<file path="config.mk">
export PLATFORM = sky130hd
export DESIGN_NAME = clk_div_sched_flat
export DESIGN_NICKNAME = d
export VERILOG_FILES = /design/src/rtl/clk_div_sched_if.sv /design/src/rtl/clk_div_sched.sv /design/src/flat_wrapper.sv
export SDC_FILE = /design/constraint.sdc
export NUM_CORES = 1
export LEC_CHECK = 0
export ABC_AREA = 1
export CELL_PAD_IN_SITES_DETAIL_PLACEMENT = 1
export CELL_PAD_IN_SITES_GLOBAL_PLACEMENT = 2
export CORE_UTILIZATION = 34
export DETAILED_ROUTE_END_ITERATION = 7
export GPL_TIMING_DRIVEN = 0
export PLACE_DENSITY = 0.83
export SETUP_SLACK_MARGIN = 0.5
export SYNTH_ARGS = -nofsm -noshare
export SYNTH_HDL_FRONTEND = slang
export SYNTH_SLANG_ARGS = --single-unit
export TNS_END_PERCENT = 50
</file>
<file path="constraint.sdc">
create_clock -name clk -period 5.5 [get_ports clk]
set_input_delay 0.55 -clock clk [delete_from_list [all_inputs] [get_ports clk]]
set_output_delay 0.55 -clock clk [all_outputs]
set_load 0.005 [all_outputs]
</file>
<file path="src/rtl/clk_div_sched_if.sv">
`default_nettype none
// ============================================================================
// Module      : clk_div_sched_if
// Description : Bundles the request/config inputs and the grant/clock/status
//               outputs of the shared clock-divider scheduler.
//               slave  - scheduler side (receives req/div_cfg, drives the rest)
//               master - requester side (drives req/div_cfg, observes the rest)
// Signals     : req[NREQ]            level request per requester
//               div_cfg[NREQ*CNT_W]  packed divide ratios, slot i at [i*CNT_W +: CNT_W]
//               grant[NREQ]          one-hot divider owner, zero when idle
//               clk_o                registered divided clock
//               tick                 pulse in last clk cycle of each clk_o period
//               busy                 scheduler not idle
//               cfg_err              pulse when a granted ratio is below 2
// Revision    : 1.0 - initial release
// ============================================================================
interface clk_div_sched_if #(
    parameter int NREQ  = 4,
    parameter int CNT_W = 8
);
    logic [NREQ-1:0]       req;
    logic [NREQ*CNT_W-1:0] div_cfg;
    logic [NREQ-1:0]       grant;
    logic                  clk_o;
    logic                  tick;
    logic                  busy;
    logic                  cfg_err;

    modport slave (
        input  req,
        input  div_cfg,
        output grant,
        output clk_o,
        output tick,
        output busy,
        output cfg_err
    );

    modport master (
        output req,
        output div_cfg,
        input  grant,
        input  clk_o,
        input  tick,
        input  busy,
        input  cfg_err
    );
endinterface
`default_nettype wire

</file>
<file path="src/rtl/clk_div_sched.sv">
`default_nettype none
// ============================================================================
// Module      : clk_div_sched
// Description : Shared programmable clock divider. A round-robin arbiter hands
//               the single divider counter to one requester at a time; the
//               owner only changes on a divided-period boundary so clk_o never
//               carries a truncated high or low phase. An owner keeps the
//               divider for at least HOLD_PERIODS full periods while others
//               wait, and indefinitely if nobody else asks.
// Ports       : clk  - system clock, rising edge
//               rst  - asynchronous active-high reset
//               bus  - clk_div_sched_if.slave (req, div_cfg in;
//                      grant, clk_o, tick, busy, cfg_err out)
// Options     : DIV_SCHED_HANDOVER_EN - when defined, a release with another
//               request pending goes straight to LOAD of the next owner
//               (grant switches one-hot to one-hot, no IDLE cycle).
//               Undefined: every release passes through one IDLE cycle.
// Revision    : 1.0 - initial release
// ============================================================================
module clk_div_sched #(
    parameter int NREQ         = 4,
    parameter int CNT_W        = 8,
    parameter int HOLD_PERIODS = 4
) (
    input  logic           clk,
    input  logic           rst,
    clk_div_sched_if.slave bus
);

    localparam int c_IDX_W = (NREQ > 1) ? $clog2(NREQ) : 1;
    localparam int c_PC_W  = $clog2(HOLD_PERIODS) + 1;

    localparam logic [c_IDX_W:0]   c_NREQ_EXT = (c_IDX_W + 1)'(NREQ);
    localparam logic [c_IDX_W-1:0] c_RR_INIT  = c_IDX_W'(NREQ - 1);
    localparam logic [c_PC_W-1:0]  c_HOLD     = c_PC_W'(HOLD_PERIODS);
    localparam logic [c_PC_W:0]    c_HOLD_EXT = (c_PC_W + 1)'(HOLD_PERIODS);
    localparam logic [CNT_W-1:0]   c_MIN_N    = CNT_W'(2);

`ifdef DIV_SCHED_HANDOVER_EN
    localparam bit c_HANDOVER = 1'b1;
`else
    localparam bit c_HANDOVER = 1'b0;
`endif

    typedef enum logic [1:0] {
        S_IDLE = 2'd0,
        S_LOAD = 2'd1,
        S_RUN  = 2'd2
    } state_t;

    // Registered state
    state_t              r_state;
    logic [NREQ-1:0]     r_grant;
    logic [c_IDX_W-1:0]  r_rr_ptr;     // last winner == current owner
    logic [CNT_W-1:0]    r_n;
    logic [CNT_W-1:0]    r_h;
    logic [CNT_W-1:0]    r_cnt;
    logic [c_PC_W-1:0]   r_period_cnt;
    logic                r_clk_o;
    logic                r_tick;
    logic                r_cfg_err;

    // Next-state values
    state_t              w_state_nxt;
    logic [NREQ-1:0]     w_grant_nxt;
    logic [c_IDX_W-1:0]  w_rr_ptr_nxt;
    logic [CNT_W-1:0]    w_n_nxt;
    logic [CNT_W-1:0]    w_h_nxt;
    logic [CNT_W-1:0]    w_cnt_nxt;
    logic [c_PC_W-1:0]   w_period_cnt_nxt;
    logic                w_clk_o_nxt;
    logic                w_tick_nxt;
    logic                w_cfg_err_nxt;

    // Helpers
    logic [CNT_W-1:0]    w_cfg [NREQ];
    logic [CNT_W-1:0]    w_n_sel;
    logic [CNT_W-1:0]    w_h_sel;
    logic                w_win_any;
    logic [c_IDX_W-1:0]  w_win_idx;
    logic [NREQ-1:0]     w_win_oh;
    logic [c_IDX_W:0]    w_scan;
    logic                w_last;
    logic                w_other;
    logic [c_PC_W:0]     w_pc_inc;
    logic [c_PC_W-1:0]   w_pc_sat;
    logic                w_release;

    // Unpack the ratio bus into one slot per requester
    for (genvar gi = 0; gi < NREQ; gi++) begin : g_cfg
        assign w_cfg[gi] = bus.div_cfg[gi*CNT_W +: CNT_W];
    end

    // Ratio of the current owner; high phase is the larger half so odd
    // ratios stay high one cycle longer than low.
    assign w_n_sel = w_cfg[r_rr_ptr];
    assign w_h_sel = w_n_sel - (w_n_sel >> 1);

    // Round-robin scan starting just after the last winner; the last winner
    // itself is tried last so it only wins again when nobody else asks.
    always_comb begin
        w_win_any = 1'b0;
        w_win_idx = '0;
        w_scan    = '0;
        for (int i = 1; i <= NREQ; i++) begin
            w_scan = {1'b0, r_rr_ptr} + (c_IDX_W + 1)'(i);
            if (w_scan >= c_NREQ_EXT) begin
                w_scan = w_scan - c_NREQ_EXT;
            end
            if (!w_win_any && bus.req[w_scan[c_IDX_W-1:0]]) begin
                w_win_any = 1'b1;
                w_win_idx = w_scan[c_IDX_W-1:0];
            end
        end
    end

    always_comb begin
        w_win_oh            = '0;
        w_win_oh[w_win_idx] = 1'b1;
    end

    assign w_last    = (r_cnt == r_n - 1'b1);
    assign w_other   = |(bus.req & ~r_grant);
    // One bit wider than period_cnt so the +1 compare cannot wrap
    assign w_pc_inc  = {1'b0, r_period_cnt} + 1'b1;
    assign w_pc_sat  = (r_period_cnt >= c_HOLD) ? r_period_cnt : w_pc_inc[c_PC_W-1:0];
    assign w_release = !bus.req[r_rr_ptr] || ((w_pc_inc >= c_HOLD_EXT) && w_other);

    // Next-state and output logic
    always_comb begin
        w_state_nxt      = r_state;
        w_grant_nxt      = r_grant;
        w_rr_ptr_nxt     = r_rr_ptr;
        w_n_nxt          = r_n;
        w_h_nxt          = r_h;
        w_cnt_nxt        = r_cnt;
        w_period_cnt_nxt = r_period_cnt;
        w_clk_o_nxt      = 1'b0;
        w_tick_nxt       = 1'b0;
        w_cfg_err_nxt    = 1'b0;

        case (r_state)
            S_IDLE: begin
                w_grant_nxt = '0;
                if (w_win_any) begin
                    w_state_nxt  = S_LOAD;
                    w_grant_nxt  = w_win_oh;
                    w_rr_ptr_nxt = w_win_idx;
                end
            end

            S_LOAD: begin
                w_n_nxt = w_n_sel;
                w_h_nxt = w_h_sel;
                if (w_n_sel < c_MIN_N) begin
                    w_state_nxt   = S_IDLE;
                    w_grant_nxt   = '0;
                    w_cfg_err_nxt = 1'b1;
                end else begin
                    // cnt starts at 0 and H >= 1, so the first RUN cycle is high;
                    // N >= 2 means cnt 0 is never the last cycle.
                    w_state_nxt      = S_RUN;
                    w_cnt_nxt        = '0;
                    w_period_cnt_nxt = '0;
                    w_clk_o_nxt      = 1'b1;
                end
            end

            S_RUN: begin
                if (w_last) begin
                    w_period_cnt_nxt = w_pc_sat;
                    if (w_release) begin
                        if (c_HANDOVER && w_other) begin
                            w_state_nxt  = S_LOAD;
                            w_grant_nxt  = w_win_oh;
                            w_rr_ptr_nxt = w_win_idx;
                        end else begin
                            w_state_nxt = S_IDLE;
                            w_grant_nxt = '0;
                        end
                    end else begin
                        w_cnt_nxt   = '0;
                        w_clk_o_nxt = 1'b1;
                    end
                end else begin
                    // clk_o and tick are computed for the cnt value they will
                    // accompany, keeping both aligned with the counter.
                    w_cnt_nxt   = r_cnt + 1'b1;
                    w_clk_o_nxt = ((r_cnt + 1'b1) < r_h);
                    w_tick_nxt  = ((r_cnt + 1'b1) == (r_n - 1'b1));
                end
            end

            default: begin
                w_state_nxt = S_IDLE;
                w_grant_nxt = '0;
            end
        endcase
    end

    // State register
    always_ff @(posedge clk or posedge rst) begin
        if (rst) begin
            r_state      <= S_IDLE;
            r_grant      <= '0;
            r_rr_ptr     <= c_RR_INIT;
            r_n          <= '0;
            r_h          <= '0;
            r_cnt        <= '0;
            r_period_cnt <= '0;
            r_clk_o      <= 1'b0;
            r_tick       <= 1'b0;
            r_cfg_err    <= 1'b0;
        end else begin
            r_state      <= w_state_nxt;
            r_grant      <= w_grant_nxt;
            r_rr_ptr     <= w_rr_ptr_nxt;
            r_n          <= w_n_nxt;
            r_h          <= w_h_nxt;
            r_cnt        <= w_cnt_nxt;
            r_period_cnt <= w_period_cnt_nxt;
            r_clk_o      <= w_clk_o_nxt;
            r_tick       <= w_tick_nxt;
            r_cfg_err    <= w_cfg_err_nxt;
        end
    end

    assign bus.grant   = r_grant;
    assign bus.clk_o   = r_clk_o;
    assign bus.tick    = r_tick;
    assign bus.busy    = (r_state != S_IDLE);
    assign bus.cfg_err = r_cfg_err;

endmodule
`default_nettype wire
</file>
<file path="src/flat_wrapper.sv">
// flat-port wrapper written by rule: the top's interface ports become plain ports
module clk_div_sched_flat 
#(
    parameter int NREQ         = 4,
    parameter int CNT_W        = 8,
    parameter int HOLD_PERIODS = 4
)
  (clk, rst, bus_req, bus_div_cfg, bus_grant, bus_clk_o, bus_tick, bus_busy, bus_cfg_err);
  clk_div_sched_if #(.NREQ(NREQ), .CNT_W(CNT_W)) bus_i ();
  input  logic clk;
  input  logic rst;
  input wire logic [$bits(bus_i.req)-1:0] bus_req;
  input wire logic [$bits(bus_i.div_cfg)-1:0] bus_div_cfg;
  output wire logic [$bits(bus_i.grant)-1:0] bus_grant;
  output wire logic [$bits(bus_i.clk_o)-1:0] bus_clk_o;
  output wire logic [$bits(bus_i.tick)-1:0] bus_tick;
  output wire logic [$bits(bus_i.busy)-1:0] bus_busy;
  output wire logic [$bits(bus_i.cfg_err)-1:0] bus_cfg_err;
  assign bus_i.req = bus_req;
  assign bus_i.div_cfg = bus_div_cfg;
  assign bus_grant = bus_i.grant;
  assign bus_clk_o = bus_i.clk_o;
  assign bus_tick = bus_i.tick;
  assign bus_busy = bus_i.busy;
  assign bus_cfg_err = bus_i.cfg_err;
  clk_div_sched #(.NREQ(NREQ), .CNT_W(CNT_W), .HOLD_PERIODS(HOLD_PERIODS)) u_core (.clk(clk), .rst(rst), .bus(bus_i));
endmodule
</file>
Word level (Yosys, flattened, before mapping)
Cells that the tools add are included.
Widths: inputs -> output; s select.
{ "totals": {"rom_bits": 0, "ramBits": 0, "n_memories": 0, "register_bits": 38, "latch_bits": 0, "out_inout_bits": 8, "in_bits": 38} }
{ "classes": {"n_div": 0, "n_reduce_logical": 19, "n_lt_le_gt_ge": 16, "shift": 0, "muxes": 53, "bitwise": 3, "n_eq_ne": 11, "addsub": 12, "mul": 0} }
{ "ops": {"columns": ["op", "n"], "rows": [
  ["$mux 8", 5],
  ["$mux 2", 12],
  ["$ge 3x3->1 const B", 6],
  ["$lt 2x3->1 const B", 6],
  ["$mux 1", 17],
  ["$bmux 8 s2", 1],
  ["$eq 8x8->1", 2],
  ["$mux 4", 4],
  ["$pmux 8 s2", 1],
  ["$pmux 4 s3", 1],
  ["$bmux 1 s2", 5],
  ["$mux 3", 3],
  ["$reduce_and 3->1", 3],
  ["$add 8x1->8 const B", 1],
  ["$lt 8x2->1 const B", 1],
  ["$lt 8x8->1", 1],
  ["$ne 2x1->1 const B", 4],
  ["$sub 2x1->2 const B", 4],
  ["$sub 8x1->8 const B", 1],
  ["$sub 8x7->8", 1],
  ["$add 2x2->3 const B", 2],
  ["$pmux 2 s3", 1],
  ["$pmux 3 s2", 1],
  ["$logic_and 1x1->1", 5],
  ["other kinds (21)", 26]
]} }

Depth between registers and ports, before layout
{ "depth": {"depth_word": 21, "mapped_depth": 19, "depth_no_buf": 19} }

Worst setup path before layout
No wires, ideal clock.
{ "synth_timing": {"path_type": "flip-flop to flip-flop", "start": "register u_core.r_rr_ptr[1]", "end": "register u_core.r_h[6]", "required_time_ns": 5.417, "stages_incl_launch_ff": 17, "slack_ns": 2.714, "arrival_ns": 2.703, "synth_period_minus_slack_ns": 2.786, "path_buffers": 0, "path_cell_list": "dfstp_2 > inv_4 > nand2_2 > inv_1 > a22oi_1 > inv_1 > a221oi_1 > inv_1 > fa_1 > o21ai_0 > nand2_1 > nand2_1 > nand2_1 > nand2_1 > a21oi_1 > xor2_1 > o21ai_0"} }
{ "synth_via": {"elab_chain_len": 5} }
{ "synth_lines": {"columns": ["item", "line", "rtl"], "rows": [
  ["start: declaration", "clk_div_sched.sv:54", "logic [c_IDX_W-1:0] r_rr_ptr;"],
  ["start signal: assignment", "clk_div_sched.sv:206", "r_rr_ptr <= c_RR_INIT;"],
  ["start signal: assignment", "clk_div_sched.sv:217", "r_rr_ptr <= w_rr_ptr_nxt;"],
  ["$not 2->3 (not written as such)", "clk_div_sched.sv:96", "assign w_n_sel = w_cfg[r_rr_ptr];"],
  ["$bmux 8 s2", "clk_div_sched.sv:96", null],
  ["$mux 8 (not written as such) (2 in series)", "clk_div_sched.sv:96", null],
  ["via u_core.w_n_sel[2]", "clk_div_sched.sv:77", "logic [CNT_W-1:0] w_n_sel;"],
  ["$sub 8x7->8", "clk_div_sched.sv:97", "assign w_h_sel = w_n_sel - (w_n_sel >> 1);"],
  ["end signal: assignment", "clk_div_sched.sv:219", "r_h <= w_h_nxt;"],
  ["end: declaration", "clk_div_sched.sv:56", "logic [CNT_W-1:0] r_h;"]
]} }
The timed path passes the listed nets, and every way through them passes these cells. The select of a mux whose other input is x is not followed.
A chain may end at the register's enable or synchronous reset.

Worst setup path after layout
Ends and elaborated chain as after synthesis.

==> metrics.txt <==
# TYPE chip_impl_metric gauge
chip_impl_info{name="outcome",value="finished clean"} 1
chip_impl_metric{name="cts_made_buffers",unit=""} 5
chip_impl_metric{name="p_per_area",unit="nW/um^2"} 582
chip_impl_metric{name="syn_to_final_growth",unit="%"} 20.8
chip_impl_metric{name="clkLatencyLatePin",unit="ps"} 290
chip_impl_metric{name="internal_power_component",unit="uW"} 1100
chip_impl_metric{name="finalCritPeriodShare",unit="%"} 60.4
chip_impl_metric{name="first_iter_violations",unit=""} 69
chip_impl_metric{name="syn_area",unit="sq um"} 3370
chip_impl_info{name="cp_cell_sequence",value="inv_4, nand2_2, inv_1, a22oi_1, inv_1, a221oi_1, inv_1, fa_1, o21ai_0, nand2_1, nand2_1, nand2_1, nand2_1, a21oi_1, xor2_1, o21ai_0"} 1
chip_impl_metric{name="worst_slew_pin_slew",unit="ps"} 839
chip_impl_info{name="hold_path_class",value="register to register"} 1
chip_impl_metric{name="route.antenna.remaining_nets",unit=""} 0
chip_impl_info{name="worst-setup-path-type",value="register to register"} 1
chip_impl_metric{name="total_switching_power",unit="uW"} 1280
chip_impl_metric{name="worst_ir_drop_vdd",unit="V"} 0.000228
chip_impl_info{name="origin_of_the_worst_min_delay_path",value="u_core.r_h[0]$_DFFE_PP0P_"} 1
chip_impl_metric{name="power.share.switching",unit="%"} 53.8
chip_impl_info{name="r2r-start",value="u_core.r_rr_ptr[1]$_DFFE_PP1P_"} 1
chip_impl_metric{name="fin_skew",unit="ps"} 3.21
chip_impl_metric{name="grt_antenna_before_repair",unit=""} 0
chip_impl_metric{name="core-area",unit="sq um"} 9420
chip_impl_metric{name="syn-num-nets",unit=""} 551
chip_impl_metric{name="drc_errors",unit=""} 0
chip_impl_metric{name="setup_violating_endpoint_count_in_the_final_report",unit=""} 0
chip_impl_metric{name="firstDrtPassIters",unit=""} 4
chip_impl_metric{name="hold_buf_count_cts",unit=""} 0
chip_impl_metric{name="groute.usage.overall",unit="%"} 19.6
chip_impl_info{name="cts-root-buf",value="sky130_fd_sc_hd__clkbuf_8"} 1
chip_impl_metric{name="effective_utilization_at_floorplan",unit="%"} 35.8
chip_impl_info{name="mostFrequentLayoutCell",value="sky130_fd_sc_hd__nand2_1"} 1
chip_impl_info{name="critical_path.most_common_cell",value="sky130_fd_sc_hd__nand2_1"} 1
chip_impl_metric{name="post_route_cells_drive_above_1_share",unit="%"} 10.0
chip_impl_metric{name="yosys_warnings",unit=""} 0
chip_impl_metric{name="insertedDiodeCount",unit=""} 0
chip_impl_metric{name="maxCapViolCount",unit=""} 0
chip_impl_metric{name="post-cts-setup-buffer-count",unit=""} 0
chip_impl_metric{name="dieArea",unit="sq um"} 10300
chip_impl_metric{name="postRouteWirelength",unit="microns"} 9290
chip_impl_metric{name="dp_hpwl",unit="microns"} 7720
chip_impl_metric{name="fillCellCount",unit=""} 1234
chip_impl_metric{name="die_height",unit="microns"} 102
chip_impl_metric{name="logic_pwr_share",unit="%"} 71.7
chip_impl_metric{name="path_max_fanout",unit=""} 8
chip_impl_metric{name="num_vias",unit=""} 3247
chip_impl_metric{name="grt_pass1_vias",unit=""} 3340
chip_impl_metric{name="fmax",unit="MHz"} 301
chip_impl_metric{name="cts_repair_resize_count",unit=""} 0
chip_impl_info{name="cp_slowest_cell",value="sky130_fd_sc_hd__dfstp_2"} 1
chip_impl_info{name="clock_tree_from_tritoncts",value="built"} 1
chip_impl_info{name="startpoint",value="u_core.r_rr_ptr[1]$_DFFE_PP1P_"} 1
chip_impl_metric{name="place_congestion",unit=""} 0.842
chip_impl_metric{name="synth.ff_latch_count",unit=""} 38
chip_impl_metric{name="grt_max_degree",unit=""} 39
chip_impl_metric{name="finalNonFillerCells",unit=""} 669
chip_impl_metric{name="place.port_buffers",unit=""} 45
chip_impl_info{name="critPathLaunchType",value="register"} 1
chip_impl_metric{name="worst_slew_margin_rel",unit="%"} 44.0
chip_impl_metric{name="worst_endpoint_data_arrival_time",unit="ps"} 3530
chip_impl_metric{name="synth_cells",unit=""} 487
chip_impl_info{name="layout_common_cells",value="sky130_fd_sc_hd__nand2_1, sky130_fd_sc_hd__inv_1, sky130_fd_sc_hd__clkdlybuf4s50_1"} 1
chip_impl_metric{name="post_drt_via_cell_ratio",unit=""} 4.85
chip_impl_metric{name="synth_seq_area_share",unit="%"} 28.3
chip_impl_metric{name="worst-path-buf-inv",unit=""} 4
chip_impl_metric{name="dieWidth",unit="microns"} 102
chip_impl_metric{name="clkTransAtPathRegs",unit="ps"} 80
chip_impl_metric{name="share_clk_of_total_power",unit="%"} 8.7
chip_impl_metric{name="p_leak",unit="uW"} 0.00209
chip_impl_metric{name="finalHoldViolations",unit=""} 0
chip_impl_info{name="critical-path-top-delay-family",value="compound AO/OA/AOI/OAI gates"} 1
chip_impl_metric{name="grt_overflow_total",unit=""} 0
chip_impl_metric{name="io_pins",unit=""} 46
chip_impl_metric{name="synthesis.area_per_instance",unit="sq um"} 6.93
chip_impl_metric{name="avgRoutedWirePerCell",unit="microns"} 13.9
chip_impl_info{name="rsz0062_at_grt",value="no"} 1
chip_impl_metric{name="cts-htree-levels",unit=""} 2
chip_impl_metric{name="post_synth_num_cell_types",unit=""} 43
chip_impl_metric{name="slew_limit_fails",unit=""} 0
chip_impl_metric{name="numClockSinks",unit=""} 38
chip_impl_metric{name="grt_first_pass_wirelength",unit="microns"} 15800
chip_impl_metric{name="post-place-cells",unit=""} 661
chip_impl_metric{name="critical-path-max-stage-delay",unit="ps"} 650
chip_impl_metric{name="required",unit="ps"} 5710
chip_impl_metric{name="pwr-share-seq",unit="%"} 19.6
chip_impl_info{name="crit_path_end_kind",value="register"} 1
chip_impl_metric{name="period_needed",unit="ps"} 3320
chip_impl_metric{name="tns",unit="ps"} 0
chip_impl_metric{name="num-nets-final",unit=""} 603
chip_impl_metric{name="rows",unit=""} 35
chip_impl_metric{name="ctsLongestPathBuffers",unit=""} 2
state kept, by name, summed over array words and instances, names as in the netlist:
register	count
u_core.bus.clk_o	1
u_core.r_period_cnt	3
u_core.bus.tick	1
u_core.r_n	8
u_core.bus.grant	4
u_core.bus.cfg_err	1
u_core.r_state	2
u_core.r_h	8
u_core.r_cnt	8
u_core.r_rr_ptr	2
cells in the mapped netlist (all sizes together):
cell type	n	area [sq um]
dfrtp	36	901
nand3	48	260
o31ai	1	7.51
and3	1	6.26
o22ai	2	12.5
clkinv	1	3.75
o21ai	34	174
a21boi	1	7.51
xor2	11	96.3
a31oi	3	18.8
a21oi	8	47.6
a21o	1	7.51
xnor2	4	35.0
ha	25	313
inv	81	309
clkbuf	4	15.0
buf	3	37.5
a221oi	5	50.0
a22oi	8	60.1
dfstp	2	52.6
o211ai	2	15.0
nand4	7	50.1
or2	1	6.26
fa	1	20.0
nand3b	4	30.0
a22o	1	8.76
nand2	140	578
nor2	49	233
and2	3	18.8
through the flow:
| stage | area (sq um) | power [uW] | hold WS (ps) | utilization (%) | setup WS [ps] |
|---|---|---|---|---|---|
| floorplan | 3370 | 1740 | 453 | - | 2710 |
| global placement | 3990 | 2130 | 469 | 42.3 | 2180 |
| detailed placement | 3990 | 2200 | 478 | 42.3 | 2130 |
| CTS | 4080 | 2410 | 499 | 43.3 | 2140 |
| global route | 4080 | 2670 | 539 | 43.3 | 1710 |
| finish | 4080 | 2370 | 494 | 43.3 | 2180 |
path summary, 6_finish.rpt:
kind / to / slack (ps) / depth (start not counted)
min in group asynchronous: u_core.r_period_cnt[1]$_DFFE_PP0P_ / 740 / 2
setup / recovery: u_core.r_h[6]$_DFFE_PP0P_ / 2180 / 16
max in group asynchronous: u_core.r_cnt[0]$_DFFE_PP0P_ / 4230 / 2
setup reg to reg: u_core.r_h[6]$_DFFE_PP0P_ / 2180 / 16
hold / removal: u_core.r_h[0]$_DFFE_PP0P_ / 490 / 2
hold reg to reg: u_core.r_h[0]$_DFFE_PP0P_ / 490 / 2
power groups by stage:
stage	clock network (uW)	registers (uW)	logic (uW)
global placement	0	465	1660
global route	224	479	1970
CTS	214	465	1740
finish	206	466	1700
detailed placement	0	470	1730
floorplan	0	445	1290
cell families (layout without fill, tap and decap cells):
kind of cell    after synthesis  after routing  share of synthesized area (%)
flops                        38             38                           28.3
compound gates               66             66                           12.1
xor+xnor                     15             15                           3.89
fa+ha+maj                    26             26                           9.86
buf+inv                      89            142                           10.8
simple gates                253            253                           35.0
worst min-delay path, stage by stage (launching register included):
cell,delay [ps]
sky130_fd_sc_hd__dfrtp_1,350
sky130_fd_sc_hd__nand2_1,50
sky130_fd_sc_hd__o21ai_0,60
layer usage:
metal | GRT usage (%) | share of wire, % | wire length (microns) | vias up
li1 | - | - | - | 1662
met4 | 4.35 | 0.99 | 92 | 0
met5 | 0 | 0 | 0 | -
met3 | 1.86 | 2.0 | 182 | 5
met1 | 26.0 | 49 | 4590 | 1530
met2 | 34.1 | 48 | 4430 | 50
layout make-up:
| cell class | instances | area [sq um] | area share, % |
|---|---|---|---|
| clock inverter | 1 | 5.00 | 0.123 |
| inverter | 82 | 313 | 7.67 |
| buffer | 7 | 52.6 | 1.29 |
| clock buffer | 7 | 86.3 | 2.12 |
| multi-input combinational | 360 | 2060 | 50.4 |
| timing repair buffer | 45 | 450 | 11.0 |
| sequential | 38 | 953 | 23.4 |
| tap | 129 | 161 | 3.96 |
Note: power is estimated with default switching activity, not from simulation.
